==> src/rtl/tdm_pkg.sv <==
// Shared types and constants for the four-slot TDM demultiplexer.
package tdm_pkg;

  typedef enum logic {
    HUNT = 1'b0,
    LOCK = 1'b1
  } state_t;

  localparam int NSLOT = 4;
  localparam int SLOTW = 2;

endpackage

==> src/rtl/demux_14_dec.sv <==
// 1:4 write-enable decoder: turns a slot index plus enable into a one-hot strobe.
module demux_14_dec
  import tdm_pkg::*;
(
  input  logic [SLOTW-1:0] sel,
  input  logic             en,
  output logic [NSLOT-1:0] strobe
);

  // One-hot strobe for the addressed slot, all-zero when disabled.
  always_comb begin
    strobe = '0;
    if (en) strobe[sel] = 1'b1;
  end

endmodule

==> src/rtl/tdm_demux_14.sv <==
// Four-slot TDM demultiplexer: collects one word per valid cycle into shadow
// slots and publishes a complete frame on Y when slot 3 is written.
module tdm_demux_14
  import tdm_pkg::*;
#(
  parameter int W    = 8,
  parameter int ERRW = 8
) (
  input  logic              clk,
  input  logic              rst,
  input  logic [W-1:0]      din,
  input  logic              din_valid,
  input  logic              frame_start,
  output logic [4*W-1:0]    Y,
  output logic              frame_valid,
  output logic [SLOTW-1:0]  sel,
  output logic              locked,
  output logic              sync_err,
  output logic [ERRW-1:0]   err_cnt
);

  state_t            state, state_nxt;
  logic [W-1:0]      shadow [0:NSLOT-2];
  logic              wr_en;
  logic              misalign;
  logic [SLOTW-1:0]  wr_sel;
  logic [NSLOT-1:0]  strobe;

  // Any frame_start (aligned, misaligned or the HUNT entry) forces a slot-0
  // write, so the write slot collapses to a single mux on frame_start.
  always_comb begin
    wr_en    = din_valid && ((state == LOCK) || frame_start);
    misalign = din_valid && (state == LOCK) && frame_start && (sel != '0);
    wr_sel   = frame_start ? '0 : sel;
  end

  demux_14_dec u_dec (
    .sel    (wr_sel),
    .en     (wr_en),
    .strobe (strobe)
  );

  // State register.
  always_ff @(posedge clk) begin
    if (rst) state <= HUNT;
    else     state <= state_nxt;
  end

  // Next-state logic: only an accepted frame_start leaves HUNT; LOCK is sticky.
  always_comb begin
    state_nxt = state;
    if (state == HUNT && din_valid && frame_start) state_nxt = LOCK;
  end

  // State-derived outputs.
  always_comb begin
    locked = (state == LOCK);
  end

  // Slot counter, shadow slots, frame output and sync-error tracking.
  always_ff @(posedge clk) begin
    if (rst) begin
      sel         <= '0;
      Y           <= '0;
      frame_valid <= 1'b0;
      sync_err    <= 1'b0;
      err_cnt     <= '0;
      for (int unsigned i = 0; i < NSLOT - 1; i++) shadow[i] <= '0;
    end else begin
      frame_valid <= strobe[NSLOT-1];
      sync_err    <= misalign;
      if (wr_en) sel <= wr_sel + 2'd1;
      for (int unsigned i = 0; i < NSLOT - 1; i++) begin
        if (strobe[i]) shadow[i] <= din;
      end
      if (strobe[NSLOT-1]) Y <= {din, shadow[2], shadow[1], shadow[0]};
      if (misalign && (err_cnt != '1)) err_cnt <= err_cnt + 1'b1;
    end
  end

endmodule
==> config.mk <==
export PLATFORM = sky130hd
export DESIGN_NAME = tdm_demux_14
export DESIGN_NICKNAME = d
export VERILOG_FILES = /design/src/rtl/tdm_pkg.sv /design/src/rtl/demux_14_dec.sv /design/src/rtl/tdm_demux_14.sv
export SDC_FILE = /design/constraint.sdc
export NUM_CORES = 1
export LEC_CHECK = 0
export CORE_UTILIZATION = 51
export CTS_BUF_LIST = sky130_fd_sc_hd__clkbuf_4
export CTS_CLUSTER_SIZE = 12
export DETAILED_ROUTE_END_ITERATION = 16
export GPL_TIMING_DRIVEN = 0
export PLACE_DENSITY_LB_ADDON = 0.2
export SETUP_SLACK_MARGIN = 0.05
export SYNTH_ARGS = -nofsm -noshare
export SYNTH_HDL_FRONTEND = slang
export SYNTH_SLANG_ARGS = --single-unit
==> constraint.sdc <==
create_clock -name clk -period 1.7 [get_ports clk]
set_input_delay 0.34 -clock clk [delete_from_list [all_inputs] [get_ports clk]]
set_output_delay 0.34 -clock clk [all_outputs]
set_load 0.05 [all_outputs]
# Yosys cells after proc, flatten, opt, wreduce, memory -nomap -nowiden
# Memory sizes are Yosys's and may differ from the RTL's. A register that Yosys moved wholly into a read port is not among the register bits.
# Cells that the tools add are included.
[totals]
regBits = 45
mem_bits_rw = 24
input_bits = 12
output_inout_bits = 45
n_memories = 1
[mem_list]
columns = ["memory", "words", "word_bits", "read_ports", "rd_ports_with_merged_regs", "write_ports", "line", "source"]
rows = [
  ["shadow", 3, 8, 3, 3, 3, "tdm_demux_14.sv:23", "logic [W-1:0] shadow [0:NSLOT-2];"],
]
[classes]
add_sub_neg = 2
n_lt_le_gt_ge = 2
eq_ne = 1
n_mux = 18
bitwise = 4
reduce_logical = 10
[op_table]
columns = ["cell", "n"]
rows = [
  ["$mux 8", 3],
  ["$mux 1", 12],
  ["$add 8x1->8 const B", 1],
  ["$logic_and 1x1->1", 8],
  ["$ne 8x8->1 const B", 1],
  ["$mux 4", 1],
  ["$lt 2x3->1 const B", 1],
  ["$or 1x1->1", 3],
  ["$add 2x1->2 const B", 1],
  ["$demux 1 s2", 1],
  ["$ge 2x1->1 const B", 1],
  ["$mux 2", 1],
  ["$reduce_bool 2->1", 1],
  ["$logic_or 1x1->1", 1],
  ["$not 1->1", 1],
]

# Depth between registers and ports, before layout
[logic_depth]
word_depth = 10
ltp_mapped = 6
mapped_depth_nobuf = 5

# Hierarchy
# From an unflattened synthesis, not the netlist that was laid out.
[unflattened]
hier_cells = 210
area_unflattened_um2 = 2578.7
[modules_own_cells]
columns = ["mod", "n_inst", "cells_each", "area_per_inst_um2", "seq_area_each_um2"]
rows = [
  ["tdm_demux_14", 1, 206, 2541.2, 1621.6],
  ["demux_14_dec", 1, 4, 37.5, 0.0],
]

# Worst setup path before layout
# Ideal clock, no wire load.
[synth_path]
kind = "reg-to-reg"
startpoint = "register state, in the netlist locked"
endpoint = "register err_cnt[4]"
setup_time_ns = 0.070
arrival_ns = 1.753
path_slack_ns = -0.123
stages_incl_launch_ff = 5
path_buffers = 0
period_less_slack_ns = 1.823
cell_sequence = "dfxtp_1 -> o2111ai_2 -> a41o_1 -> or3_1 -> a21oi_1"
[synth_via]
elab_chain_len = 4
[synth_lines]
columns = ["item", "line", "source"]
rows = [
  ["start, declared", "tdm_demux_14.sv:22", "state_t state, state_nxt;"],
  ["start signal, assigned", "tdm_demux_14.sv:46", "else state <= state_nxt;"],
  ["$logic_and 1x1->1 (3 in a row)", "tdm_demux_14.sv:33", "misalign = din_valid && (state == LOCK) && frame_start && (sel != '0);"],
  ["$logic_and 1x1->1", "tdm_demux_14.sv:77", "if (misalign && (err_cnt != '1)) err_cnt <= err_cnt + 1'b1;"],
  ["end signal, assigned", "tdm_demux_14.sv:77", ""],
  ["end, declared", "tdm_demux_14.sv:19", "output logic [ERRW-1:0] err_cnt"],
]
# No other way between the ends.
# A chain may end at the register's enable or synchronous reset.

# Worst setup path after layout
[layout_path]
startpoint = "register Y[18], read port of shadow"
endpoint = "output Y[18]"
[layout_rtl]
columns = ["item", "line", "source"]
rows = [
  ["start, declared", "tdm_demux_14.sv:14", "output logic [4*W-1:0] Y,"],
]
# No word-level cell between the ends.

==> flow_summary.ini <==
[status]
status = complete, no violations

[setup_path]
critPathSlowestCell = dlygate4sd2_1
cp.depth = 1
path_cells = dlygate4sd2_1
slowest_delay_ns = 0.52
critPathMaxFanout = 2
cp.required_ns = 1.36
crit_path_end_kind = output port
cp_top_family = buffers and inverters
reg2reg_depth = 4
critical_path_class = flop to output port
worst-r2r-setup-slack_ns = 0.17
crit_buf_inv = 1
cp.arrival_ns = 1.26
startpoint_type = flop

[route]
post_drt_wl_per_cell_um = 13.5
drcViolationCount = 0
drt-vias-per-instance = 5.24
wl_mm = 4.97
ant_nets = 0
drtPass1Iterations = 4
drt_iter0_markers = 64
vias = 1933

[timing]
setup_viol = 0
tightest_slew_ns = 0.483
fin_skew_ns = 0.0102
relSlewSlack = 0.678
min_period_over_period = 0.941
hold_viol = 0
fmax_mhz = 625
finalWorstSetupSlack_ns = 0.101
tns_ns = 0
fin_crit_ns = 1.60
rsz0062_at_grt = true
slew_violations = 0

[synthesis]
synth_commonest_cells = nand2_1, dfxtp_1, a21oi_1
synth_top_area_cell = dfxtp_1
synth.avg_cell_area_um2 = 10.2
ys_warn_count = 0
synth_top_area_frac = 0.362
ys_seq_elements = 69
synth-seq-area-share = 0.652
synth_area_mm2 = 0.00249
yosysUniqueCellTypes = 35
synth-edff-count = 24
syn_inst = 243
async_flop_share = 0
synth_area_leaders = dfxtp_1, edfxtp_1, nand2_1
yosys_most_used_dff = dfxtp_1
syn-num-nets = 256
yosysMostFrequentCell = nand2_1

[placement]
dp_hpwl_mm = 3.45
place_congestion = 0.751
place_ws_ns = -0.509
placed_area_mm2 = 0.00312
place_inst = 353
io_buffers = 56

[clocking]
cts_root_buf = clkbuf_4
cts_buffers = 9
cts_max_level = 3
cts_buffer_depth = 2
worstSkewPairLatency_ns = 0.40
clkSinkCount = 69
path_clk_slew_ns = 0.10
cts_tree = yes

[die]
die_h_um = 71.8
std_cell_rows = 25
coreArea_mm2 = 0.00469
ios = 57
start_util = 0.530
die_area_mm2 = 0.00516
die_w_um = 71.8

[cells_and_area]
nets = 323
fillerInstances = 399
area_growth_pct = 29.2
layout.cells.non_filler = 369
fin_area_mm2 = 0.00321
diodes = 0
drive_above_1_share = 0.197

[pwr]
p_clk_frac = 0.352
p_leak_nw = 1.20
power_mw = 2.91
ir_drop_v = 0.000614
switching_power_uw = 643
power_frac_seq = 0.607
internal_power_mw = 2.26
powerDensity_mw_per_mm2 = 905
switching_share = 0.221
power_frac_comb = 0.041

[grt]
grt_pass1_wl_mm = 8.16
grt_overflow_total = 0
antenna_found_initial = 0
grt_max_degree = 12
gr-usage-all-layers = 0.214
first_global_vias = 1770

[run]
drv_cap = 0

[worst_hold_path]
min_path_type = flop to flop
holdPathStages = 2
==> state kept, by name, indices dropped and copies added (netlist names) <==
| name | count |
|---|---|
| shadow | 24 |
| Y | 32 |
| locked | 1 |
| sync_err | 1 |
| sel | 2 |
| err_cnt | 8 |
| frame_valid | 1 |
==> metal layers <==
layer	vias up	wire [um]	global-route usage	share of wire
li1	972	-	-	-
met1	895	2290	0.270	0.46
met2	55	2280	0.325	0.46
met3	11	292	0.0858	0.059
met4	0	111	0.100	0.022
met5	-	0	0	0
==> area by class of cell <==
type | instances | area [um2] | share of cell area
sequential | 69 | 1630 | 0.507
multi-input combinational | 159 | 807 | 0.251
timing repair buffer | 56 | 499 | 0.155
clock buffer | 11 | 82.6 | 0.0257
tap | 54 | 67.6 | 0.0210
buffer | 12 | 63.8 | 0.0199
clock inverter | 5 | 51.3 | 0.0160
inverter | 3 | 11.3 | 0.00350
==> path summary, 6_finish.rpt <==
| check | from | end |
|---|---|---|
| setup / recovery | Y[18] | Y[18] |
| setup reg to reg | err_cnt[3] | err_cnt[4] |
| hold reg to reg | Y[12] | Y[12] |
| hold / removal | Y[12] | Y[12] |
==> through the flow <==
| step | util | hold slack [ns] |
|---|---|---|
| 6_report | 0.685 | 0.459 |
| 2_1_floorplan | - | 0.471 |
| 3_3_place_gp | 0.665 | 0.442 |
| 4_1_cts | 0.690 | 0.453 |
| 3_5_place_dp | 0.665 | 0.447 |
| 5_1_grt | 0.685 | 0.480 |
==> kinds of logic after synthesis <==
group,synth area share
AO/OA/AOI/OAI,0.125
XOR/XNOR,0.00352
adder cells (fa/ha/maj),0.00503
buffers and inverters,0.0267
flip-flops,0.652
multiplexers,0.00403
AND/OR/NAND/NOR,0.183
==> cells in the final DEF (no fill, tap or decap), types with 5 or more instances in the layout <==
| cell | count |
|---|---|
| edfxtp_1 | 24 |
| nand2_1 | 69 |
| and2_1 | 8 |
| nor2_1 | 9 |
| clkdlybuf4s50_1 | 9 |
| dlygate4sd2_1 | 5 |
| clkdlybuf4s15_1 | 16 |
| clkbuf_2 | 16 |
| dfxtp_1 | 40 |
| clkbuf_4 | 13 |
| clkdlybuf4s15_2 | 12 |
| a21oi_1 | 39 |
==> timing repair <==
| action | CTS | global route |
|---|---|---|
| resized for setup | 82 | 43 |
| hold buffers | 0 | 0 |
| setup endpoints to repair | 112 | 65 |
| buffers inserted | 0 | 0 |
==> power by group through the flow <==
stage	clock (mW)	sequential (mW)	combinational (mW)
3_3_place_gp	0	1.80	0.119
5_1_grt	1.10	1.77	0.130
6_report	1.02	1.76	0.119
4_1_cts	1.04	1.76	0.118
2_1_floorplan	0	1.81	0.0481
3_5_place_dp	0	1.80	0.121
Power figures use the tool's default switching activity.
